## src/rtl/tty_pkg.sv

```systemverilog
// Shared console definitions: keyboard feeder FSM states, byte width and ASCII constants.
package tty_pkg;

  localparam int BYTE_W = 8;

  localparam logic [BYTE_W-1:0] ASCII_CR = 8'h0D;
  localparam logic [BYTE_W-1:0] ASCII_LF = 8'h0A;

  typedef enum logic [1:0] {
    IDLE      = 2'd0,
    WAIT_DROP = 2'd1,
    WAIT_RDY  = 2'd2,
    GAP       = 2'd3
  } tty_state_e;

endpackage

```

## src/rtl/tty_sync_fifo.sv

```systemverilog
// Byte-wide synchronous FIFO with occupancy counter and synchronous flush.
module tty_sync_fifo
  import tty_pkg::*;
#(
  parameter int DEPTH = 16
) (
  input  logic                    clk,
  input  logic                    rst,
  input  logic                    flush,
  input  logic                    push,
  input  logic [BYTE_W-1:0]       wdata,
  input  logic                    pop,
  output logic [BYTE_W-1:0]       rdata,
  output logic [$clog2(DEPTH):0]  level,
  output logic                    full,
  output logic                    empty
);

  localparam int AW = $clog2(DEPTH);

  logic [BYTE_W-1:0] mem [DEPTH];
  logic [AW-1:0]     wr_ptr;
  logic [AW-1:0]     rd_ptr;
  logic              do_push;
  logic              do_pop;

  // Full/empty come from the registered level, so a pop never opens a slot for a same-cycle push.
  assign full    = (level == (AW+1)'(DEPTH));
  assign empty   = (level == '0);
  assign do_push = push && !full && !flush;
  assign do_pop  = pop && !empty && !flush;
  assign rdata   = mem[rd_ptr];

  always_ff @(posedge clk) begin
    if (!rst || flush) begin
      wr_ptr <= '0;
      rd_ptr <= '0;
      level  <= '0;
    end else begin
      if (do_push) wr_ptr <= wr_ptr + AW'(1);
      if (do_pop)  rd_ptr <= rd_ptr + AW'(1);
      if (do_push && !do_pop)      level <= level + (AW+1)'(1);
      else if (do_pop && !do_push) level <= level - (AW+1)'(1);
    end
  end

  always_ff @(posedge clk) begin
    if (do_push) mem[wr_ptr] <= wdata;
  end

endmodule

```

## src/rtl/tty_kbd_feeder.sv

```systemverilog
// Host keyboard feeder: FIFO-buffered bytes issued one at a time to uart_tx with optional pacing.
// Define TTY_KBD_MARK_PARITY_EN to force bit 7 of every issued byte to 1 (ASR-33 mark parity).
module tty_kbd_feeder
  import tty_pkg::*;
#(
  parameter int DEPTH      = 16,
  parameter int GAP_CYCLES = 0,
  parameter int DROP_WAIT  = 3
) (
  input  logic                   clk,
  input  logic                   rst,
  input  logic                   flush,
  input  logic [BYTE_W-1:0]      host_data,
  input  logic                   host_valid,
  output logic                   host_ready,
  output logic [BYTE_W-1:0]      tx_data,
  output logic                   tx_strobe,
  input  logic                   tx_ready,
  output logic [$clog2(DEPTH):0] fifo_level,
  output logic                   overflow
);

  localparam int DW = (DROP_WAIT > 1) ? $clog2(DROP_WAIT) : 1;
  localparam int GW = (GAP_CYCLES > 1) ? $clog2(GAP_CYCLES) : 1;

  tty_state_e        state, state_n;
  logic [DW-1:0]     drop_cnt;
  logic [GW-1:0]     gap_cnt;
  logic [BYTE_W-1:0] head;
  logic              fifo_full;
  logic              fifo_empty;
  logic              issue;

  function automatic logic [BYTE_W-1:0] tx_format(input logic [BYTE_W-1:0] b);
`ifdef TTY_KBD_MARK_PARITY_EN
    tx_format = {1'b1, b[BYTE_W-2:0]};
`else
    tx_format = b;
`endif
  endfunction

  tty_sync_fifo #(.DEPTH(DEPTH)) u_fifo (
    .clk   (clk),
    .rst   (rst),
    .flush (flush),
    .push  (host_valid),
    .wdata (host_data),
    .pop   (issue),
    .rdata (head),
    .level (fifo_level),
    .full  (fifo_full),
    .empty (fifo_empty)
  );

  assign host_ready = !fifo_full;
  // A flush in the same cycle suppresses the pop so the flushed head is never issued.
  assign issue = (state == IDLE) && !fifo_empty && tx_ready && !flush;

  always_comb begin
    state_n = state;
    unique case (state)
      IDLE:      if (issue) state_n = WAIT_DROP;
      WAIT_DROP: if (!tx_ready || drop_cnt == DW'(DROP_WAIT - 1)) state_n = WAIT_RDY;
      WAIT_RDY:  if (tx_ready) state_n = (GAP_CYCLES == 0) ? IDLE : GAP;
      GAP:       if (gap_cnt == '0) state_n = IDLE;
      default:   state_n = IDLE;
    endcase
  end

  always_ff @(posedge clk) begin
    if (!rst) begin
      state     <= IDLE;
      tx_strobe <= 1'b0;
      tx_data   <= '0;
      drop_cnt  <= '0;
      gap_cnt   <= '0;
      overflow  <= 1'b0;
    end else begin
      state     <= state_n;
      tx_strobe <= issue;
      if (issue) tx_data <= tx_format(head);
      if (issue)                   drop_cnt <= '0;
      else if (state == WAIT_DROP) drop_cnt <= drop_cnt + DW'(1);
      if (state == WAIT_RDY && tx_ready)      gap_cnt <= GW'(GAP_CYCLES - 1);
      else if (state == GAP && gap_cnt != '0) gap_cnt <= gap_cnt - GW'(1);
      if (flush)                         overflow <= 1'b0;
      else if (host_valid && fifo_full)  overflow <= 1'b1;
    end
  end

endmodule

```

## config.mk

```make
export PLATFORM = sky130hd
export DESIGN_NAME = tty_kbd_feeder
export DESIGN_NICKNAME = d
export VERILOG_FILES = /design/src/rtl/tty_pkg.sv /design/src/rtl/tty_sync_fifo.sv /design/src/rtl/tty_kbd_feeder.sv
export SDC_FILE = /design/constraint.sdc
export NUM_CORES = 1
export LEC_CHECK = 0
export CORE_ASPECT_RATIO = 0.7
export CORE_MARGIN = 1
export CORE_UTILIZATION = 54
export DETAILED_ROUTE_END_ITERATION = 7
export GPL_TIMING_DRIVEN = 0
export PLACE_DENSITY = 0.75
export SYNTH_ARGS = -nofsm -noshare
export SYNTH_HDL_FRONTEND = slang
export SYNTH_SLANG_ARGS = --single-unit
```

## constraint.sdc

```tcl
create_clock -name clk -period 3.35 [get_ports clk]
set_input_delay 0.8375 -clock clk [delete_from_list [all_inputs] [get_ports clk]]
set_output_delay 0.8375 -clock clk [all_outputs]
set_load 0.05 [all_outputs]
```

==> results of run 1 <==
==> worst max-delay path by stage <==
stage                                      start                            to  slack (ps)  cells past startpoint
floorplan           u_fifo.level[3]$_SDFFE_PP0P_  u_fifo.level[4]$_SDFFE_PP0P_          20                     12
global placement                        tx_ready  u_fifo.level[4]$_SDFFE_PP0P_        -740                     13
detailed placement                      tx_ready  u_fifo.level[4]$_SDFFE_PP0P_        -780                     13
CTS                                        flush  u_fifo.level[4]$_SDFFE_PP0P_         170                     10
global route                          host_valid  u_fifo.level[4]$_SDFFE_PP0P_          20                     11
finish                                     flush  u_fifo.level[4]$_SDFFE_PP0P_         150                     10
==> sequential cells by signal, summed over array words and instances (netlist names), 2 cells and up <==
| name | cells |
|---|---|
| u_fifo.mem | 128 |
| tx_data | 8 |
| u_fifo.level | 5 |
| u_fifo.rd_ptr | 4 |
| u_fifo.wr_ptr | 4 |
| drop_cnt | 2 |
| state | 2 |
==> cell usage after synthesis, types with 2 or more instances <==
master / n
a211oi_1: 2
a21oi_1: 7
buf_2: 6
clkbuf_1: 10
dfxtp_1: 28
edfxtp_1: 128
ha_1: 11
inv_1: 9
mux2i_1: 17
mux4_2: 32
nand2_1: 16
nand2b_1: 5
nand3_1: 10
nand4_1: 2
nor2_1: 31
nor2b_1: 4
nor3_1: 4
o21ai_0: 3
o221ai_1: 8
xnor2_1: 4
xor2_1: 6
==> metal layers <==
| layer | global-route usage (%) | routed length [um] | part of all wire [%] |
|---|---|---|---|
| met5 | 0 | 0 | 0 |
| met1 | 32.26 | 5290 | 43 |
| met3 | 5.076 | 894 | 7.2 |
| met2 | 35.59 | 6008 | 48 |
| met4 | 9.205 | 196 | 1.6 |
==> layout by cell type, fill, tap and decap left out, types with 16 or more instances in the layout <==
master,instances
edfxtp_1,128
mux4_2,32
nor2_1,31
buf_4,31
clkdlybuf4s50_1,26
dfxtp_1,25
mux2i_1,17
clkbuf_16,17
nand2_1,16
==> per-stage QoR <==
step	instances	total power [mW]	utilization, %	TNS (ps)	hold WS, ps
2_1_floorplan	355	2.313	-	0	473.8
3_3_place_gp	535	2.389	60.06	-16840	445.2
3_5_place_dp	535	2.397	60.24	-7694	462.7
4_1_cts	598	4.398	67.97	0	477.7
5_1_grt	598	4.497	67.97	0	522.8
6_report	598	4.387	67.97	0	472.2
==> logic make-up after synthesis <==
group,count (synthesis),synth area share (%)
buffers and inverters,26,1.696
AND/OR/NAND/NOR,76,5.614
flip-flops,156,71.08
multiplexers,50,14.56
AO/OA/AOI/OAI,25,3.090
adder cells (fa/ha/maj),12,2.544
XOR/XNOR,10,1.414
==> critical path, stage by stage <==
cell and delay (ps):
clkdlybuf4s50_1 490, a211oi_2 450, ha_2 320, inv_2 70, ha_1 280, nor2b_1 130
o21a_1 170, or3_1 300, a21o_1 190, mux2_2 260
==> power by group through the flow <==
stage / combinational (mW) / sequential (mW) / clock, mW
finish: 0.270 / 2.13 / 1.99
global route: 0.292 / 2.13 / 2.07
CTS: 0.267 / 2.13 / 2.00
detailed placement: 0.224 / 2.17 / 0
global placement: 0.217 / 2.17 / 0
floorplan: 0.112 / 2.20 / 0
==> layout make-up <==
type | count | area [um2]
multi-input cells | 173 | 1714
flip-flops and latches | 156 | 4408
inverters | 9 | 33.78
clock buffers | 17 | 425.4
clock inverters | 15 | 186.4
repair buffers | 58 | 501.7
well taps | 153 | 191.4
fillers | 737 | 3552
plain buffers | 17 | 77.57
==> what timing repair did <==
action	CTS	global route
resized for setup	6	0
hold buffers	0	0
buffers inserted	31	0
endpoints found under the setup margin	1	0
==> metrics.txt, run 1 <==
outcome=finished, final reports clean; Netlist Area Pre-Place=a little over 6000 um2; highest net fanout along the worst path=6; WHS Path Cells=2; overall routed net length=around 12000 um; post-route cell area=7538 um2; CP Capture Type=flip-flop; Syn-to-layout area delta=21.67%; io pins=29; port bufs=27; Slew @ Worst Pin=roughly 970 ps; worst vdd ir=roughly 0.48 mV; Synth cell types=33; clk sink count=about 160; Max Buffers Root-to-Sink=2; Rows=32; main area contributors after synthesis=edfxtp_1, mux4_2, dfxtp_1, mux2i_1, ha_1; internal power=around 3.4 mW; Setup Viol. Count Final=0; via count=~3400; initial antenna violation count=0; R2R cell count=12; vias in the first global route=roughly 3400; Hold Crit Endpoint=overflow$_SDFFE_PP0P_; Reg-to-Reg End=u_fifo.level[4]$_SDFFE_PP0P_; kind of critical path=primary input to flip-flop; Clk pwr share=roughly 45%; post-synthesis sequential area ratio=71.08%; Ant. Diodes=0; Clock Latency Late Sink=approximately 420 ps; clock-pin slew on the worst setup and hold paths=about 60 ps; crit path launch type=primary input; Inserted Clock Buffers=17; cell taking the most area after synthesis=edfxtp_1; Placed Area=roughly 6700 um2; Initial Util=55.87%; Power Density=between 500 and 600 nW/um2; relative slew slack=between 30% and 40%; syn nets=380; Net Sw Power=about 960 uW; hold path startpoint=overflow$_SDFFE_PP0P_; Die H=91.62 um; Final Max Tran Viols=0; MaxCap Viol Count=0; Final HPWL DP=7465 um; total global routing overflow=0; sequential power share=between 40% and 50%; vias per std cell=between 5 and 6; wire length of the first global-routing pass=between 15000 and 20000 um; asr flop ratio synth=0%; Chip Width=between 100 and 150 um; post-place setup slack=-782.5 ps; post-synth top area share=62.04%; HP Class=flip-flop to flip-flop; number of synthesized flops with an enable pin=between 100 and 150; Die ar.=between 10000 and 15000 um2; Data arrival, critical path=approximately 3500 ps; gr usage total=a little under a quarter; required time worst endpoint=around 3700 ps; Logic pwr share=between 6 and 7%; Core Region=11090 um2; fin crit share=95.57%; H-tree levels=4; DRT iter0 DRCs=389; drt wl/cell=a little over 20 um; post-synthesis cell count=approximately 360; CTS root buf=clkbuf_16; Mean Syn Cell Area=17.45 um2; Synth warnings=0; Clock Skew=roughly 10 ps; sw frac=21.96%; DRT Pass-1 Iters=5; CTS tree=built; Tmin final=around 3200 ps; flop-to-flop setup slack=about 210 ps; drt drc=0; unrepaired setup endpoints after global routing=false; post-route ant nets=0; RePlAce Congestion=~0.76; Leak=2.466 nW; setup ws final=148.3 ps; largest net degree at the start of global routing=17; FF+latch count, synth=~160; Reg-to-Reg Start=u_fifo.level[0]$_SDFFE_PP0P_; top_reg_cell synth=edfxtp_1; Peak Freq=about 0.31 GHz; layout cells sized above 1=25.17%; Hold Violations, Final=0; Final nets=457
No activity file was read; power rests on OpenSTA's default activity.
==> run 2, diff against run 1 <==
--- a/config.mk
+++ b/config.mk
@@ -10,7 +10,9 @@
 export CORE_UTILIZATION = 54
 export DETAILED_ROUTE_END_ITERATION = 7
 export GPL_TIMING_DRIVEN = 0
+export HOLD_SLACK_MARGIN = 0.1
 export PLACE_DENSITY = 0.75
 export SYNTH_ARGS = -nofsm -noshare
 export SYNTH_HDL_FRONTEND = slang
 export SYNTH_SLANG_ARGS = --single-unit
+export TNS_END_PERCENT = 20
==> results of run 2 <==
No change in the layout: final DEF, timing and power equal those of run 1.
==> run 3, diff against run 2 <==
--- a/config.mk
+++ b/config.mk
@@ -5,13 +5,15 @@
 export SDC_FILE = /design/constraint.sdc
 export NUM_CORES = 1
 export LEC_CHECK = 0
+export CELL_PAD_IN_SITES_DETAIL_PLACEMENT = 1
+export CELL_PAD_IN_SITES_GLOBAL_PLACEMENT = 1
 export CORE_ASPECT_RATIO = 0.7
-export CORE_MARGIN = 1
-export CORE_UTILIZATION = 54
+export CORE_MARGIN = 4
+export CORE_UTILIZATION = 46
 export DETAILED_ROUTE_END_ITERATION = 7
 export GPL_TIMING_DRIVEN = 0
 export HOLD_SLACK_MARGIN = 0.1
-export PLACE_DENSITY = 0.75
+export PLACE_DENSITY_LB_ADDON = 0.1
 export SYNTH_ARGS = -nofsm -noshare
 export SYNTH_HDL_FRONTEND = slang
 export SYNTH_SLANG_ARGS = --single-unit
==> run 3 against run 2 <==
Net effect:
- critical path type unchanged
- fmax grew 0.37%
- highest routed layer unchanged
- cell area shrank 2.7%
- clock skew grew 2.1 ps
==> metrics.txt, run 3 (same netlist as run 1, synthesis figures left out) <==
CTS root buf=clkbuf_16; Final Max Tran Viols=0 (unchanged); fin crit share=95.22% (-0.35 points); MaxCap Viol Count=0 (unchanged); RePlAce Congestion=0.7382 (-3.4%); # hold bufs at CTS=0 (unchanged); Setup Viol. Count Final=0 (unchanged); via count=3292 (-3.5%); Final Instance Count excl. Fillers=602 (+0.67%); Reg-to-Reg Start=u_fifo.level[0]$_SDFFE_PP0P_; vias per std cell=5.468 (-4.1%); Placed Cells=568 (+6.2%); drt wl/cell=23.22 um (+12%); kind of critical path=primary input to flip-flop; Core Region=13180 um2 (+19%); HP Class=flip-flop to flip-flop; layout cells sized above 1=19.90% (-5.3 points); Rows=35 (+9.4%); Final HPWL DP=8966 um (+20%); Slew @ Worst Pin=1157 ps (+191.5 ps); Initial Util=47.01% (-8.9 points); clk sink count=156 (unchanged); Clock Latency Late Sink=420 ps (about the same); Final nets=429 (-6.1%); Clock Skew=12.03 ps (+2.079 ps); delay-heaviest family, CP=buffers and inverters; Largest register FFs=128 (unchanged); Inserted Clock Buffers=17 (unchanged); hold path startpoint=overflow$_SDFFE_PP0P_; outcome=finished, final reports clean; Biggest register=u_fifo.mem; Tmin final=3190 ps (-11.71 ps); crit path launch type=primary input; post-place setup slack=-848.4 ps (-65.90 ps); crit path max-delay cell type=clkdlybuf4s50_1; most frequent cells in the layout=edfxtp_1, mux4_2, nor2_1, clkdlybuf4s50_1, dfxtp_1; post-route ant nets=0 (unchanged); CTS tree=built; port bufs=27 (unchanged); Max Buffers Root-to-Sink=2 (unchanged); DRT Pass-1 Iters=4 (-1); Syn-to-layout area delta=18.36%; Chip Width=146.7 um (+13%); overall routed net length=13980 um (+13%); io pins=29 (unchanged); H-tree levels=4 (unchanged); Worst setup startpoint=flush; worst vdd ir=0.3567 mV (-26%); vias in the first global route=3540 (+3.6%); setup ws final=160.0 ps (+11.70 ps); total global routing overflow=0 (unchanged); Power Density=572.8 nW/um2 (-1.6%); Peak Freq=0.3135 GHz (+0.37%); Register Area=4408 um2 (unchanged); drt drc=0 (unchanged); Die ar.=15420 um2 (+29%); initial antenna violation count=0 (unchanged); most common cell after layout, fill and taps aside=edfxtp_1; Hold Violations, Final=0 (unchanged); DRT iter0 DRCs=298 (-23%); wire length of the first global-routing pass=21680 um (+14%); CP Capture Type=flip-flop; Leak=2.306 nW (-6.5%); CP Cell Sequence=clkdlybuf4s50_1 > a2111oi_4 > inv_1 > buf_6 > ha_2 > inv_2 > ha_1 > nor2b_1 > o21a_1 > or3_1 > a21o_1 > mux2_2; gr usage total=19.48% (-3.6 points); multi-input logic area=1730 um2 (+0.95%); Die H=105.1 um (+15%); filler instances=1210 (+64%); unrepaired setup endpoints after global routing=false; relative slew slack=22.60% (-13 points); clock-pin slew on the worst setup and hold paths=60 ps (about the same); required time worst endpoint=3650 ps (about the same); Ant. Diodes=0 (unchanged); Crit path largest cell delay=510 ps (+20 ps); largest net degree at the start of global routing=17 (unchanged); post-route cell area=7333 um2 (-2.7%); post-layout util=55.63% (-12 points); crit path buf inv count=4 (+2); highest net fanout along the worst path=10 (+4); Largest regs=u_fifo.mem: 128 flops, tx_data: 8 flops, u_fifo.level: 5 flops; Placed Area=6729 um2 (+0.71%); Data arrival, critical path=3490 ps (-20 ps)
[run 3: changes by cell type in the layout (fill, tap and decap cells not counted), sizes merged]
cell	before	now
buf	38	10
clkinv	7	3
clkinvlp	0	4
bufinv	3	1
inv	14	16
[run 3: layout make-up]
cell class	count	area share, %
Sequential cell	156	60.11
Multi-Input combinational cell	173	23.60
Clock buffer	17	5.801
Timing Repair Buffer	30	3.975
Tap cell	185	3.156
Clock inverter	15	1.843
Buffer	17	1.058
Inverter	9	0.4607
[run 3: worst paths after layout]
| check | slack (ps) | to | depth (start not counted) |
|---|---|---|---|
| max reg2reg | 280 | u_fifo.level[4]$_SDFFE_PP0P_ | 12 |
| max | 160 | u_fifo.level[4]$_SDFFE_PP0P_ | 12 |
| min | 480 | overflow$_SDFFE_PP0P_ | 2 |
| min reg2reg | 480 | overflow$_SDFFE_PP0P_ | 2 |
[run 3: what timing repair did]
action                     4_1_cts  5_1_grt
pin swaps                        1        0
setup buffers                    2        0
setup endpoints to repair        1        1
resized for setup                6        2
[run 3: through the flow]
stage	power, mW	TNS [ps]	hold WS [ps]
floorplan	2.313	0	473.8
global placement	2.401	-24760	455.2
detailed placement	2.410	-13280	468.4
CTS	4.234	0	483.0
global route	4.351	0	507.7
finish	4.200	0	482.3
[run 3: worst reg2reg max path: stages, from the launching register on]
cell       delay (ps)
dfxtp_2           360
nor4_4            530
a2111oi_4         150
inv_1             110
buf_6             160
ha_2              240
inv_2              80
ha_1              280
nor2b_1           140
o21a_1            170
or3_1             300
a21o_1            190
mux2_2            260
[run 3: per-layer routing]
layer	vias up	wire length, um	global-route usage (%)
li1	1481	-	-
met1	1728	6484	28.11
met2	79	6608	30.13
met3	4	839	4.985
met4	0	48	4.295
met5	-	0	0
[run 3: power breakdown]
part,switching (mW),internal [mW]
Sequential,0.0155,2.12
Clock,0.791,1.03
Combinational,0.151,0.0937
Total,0.957,3.24
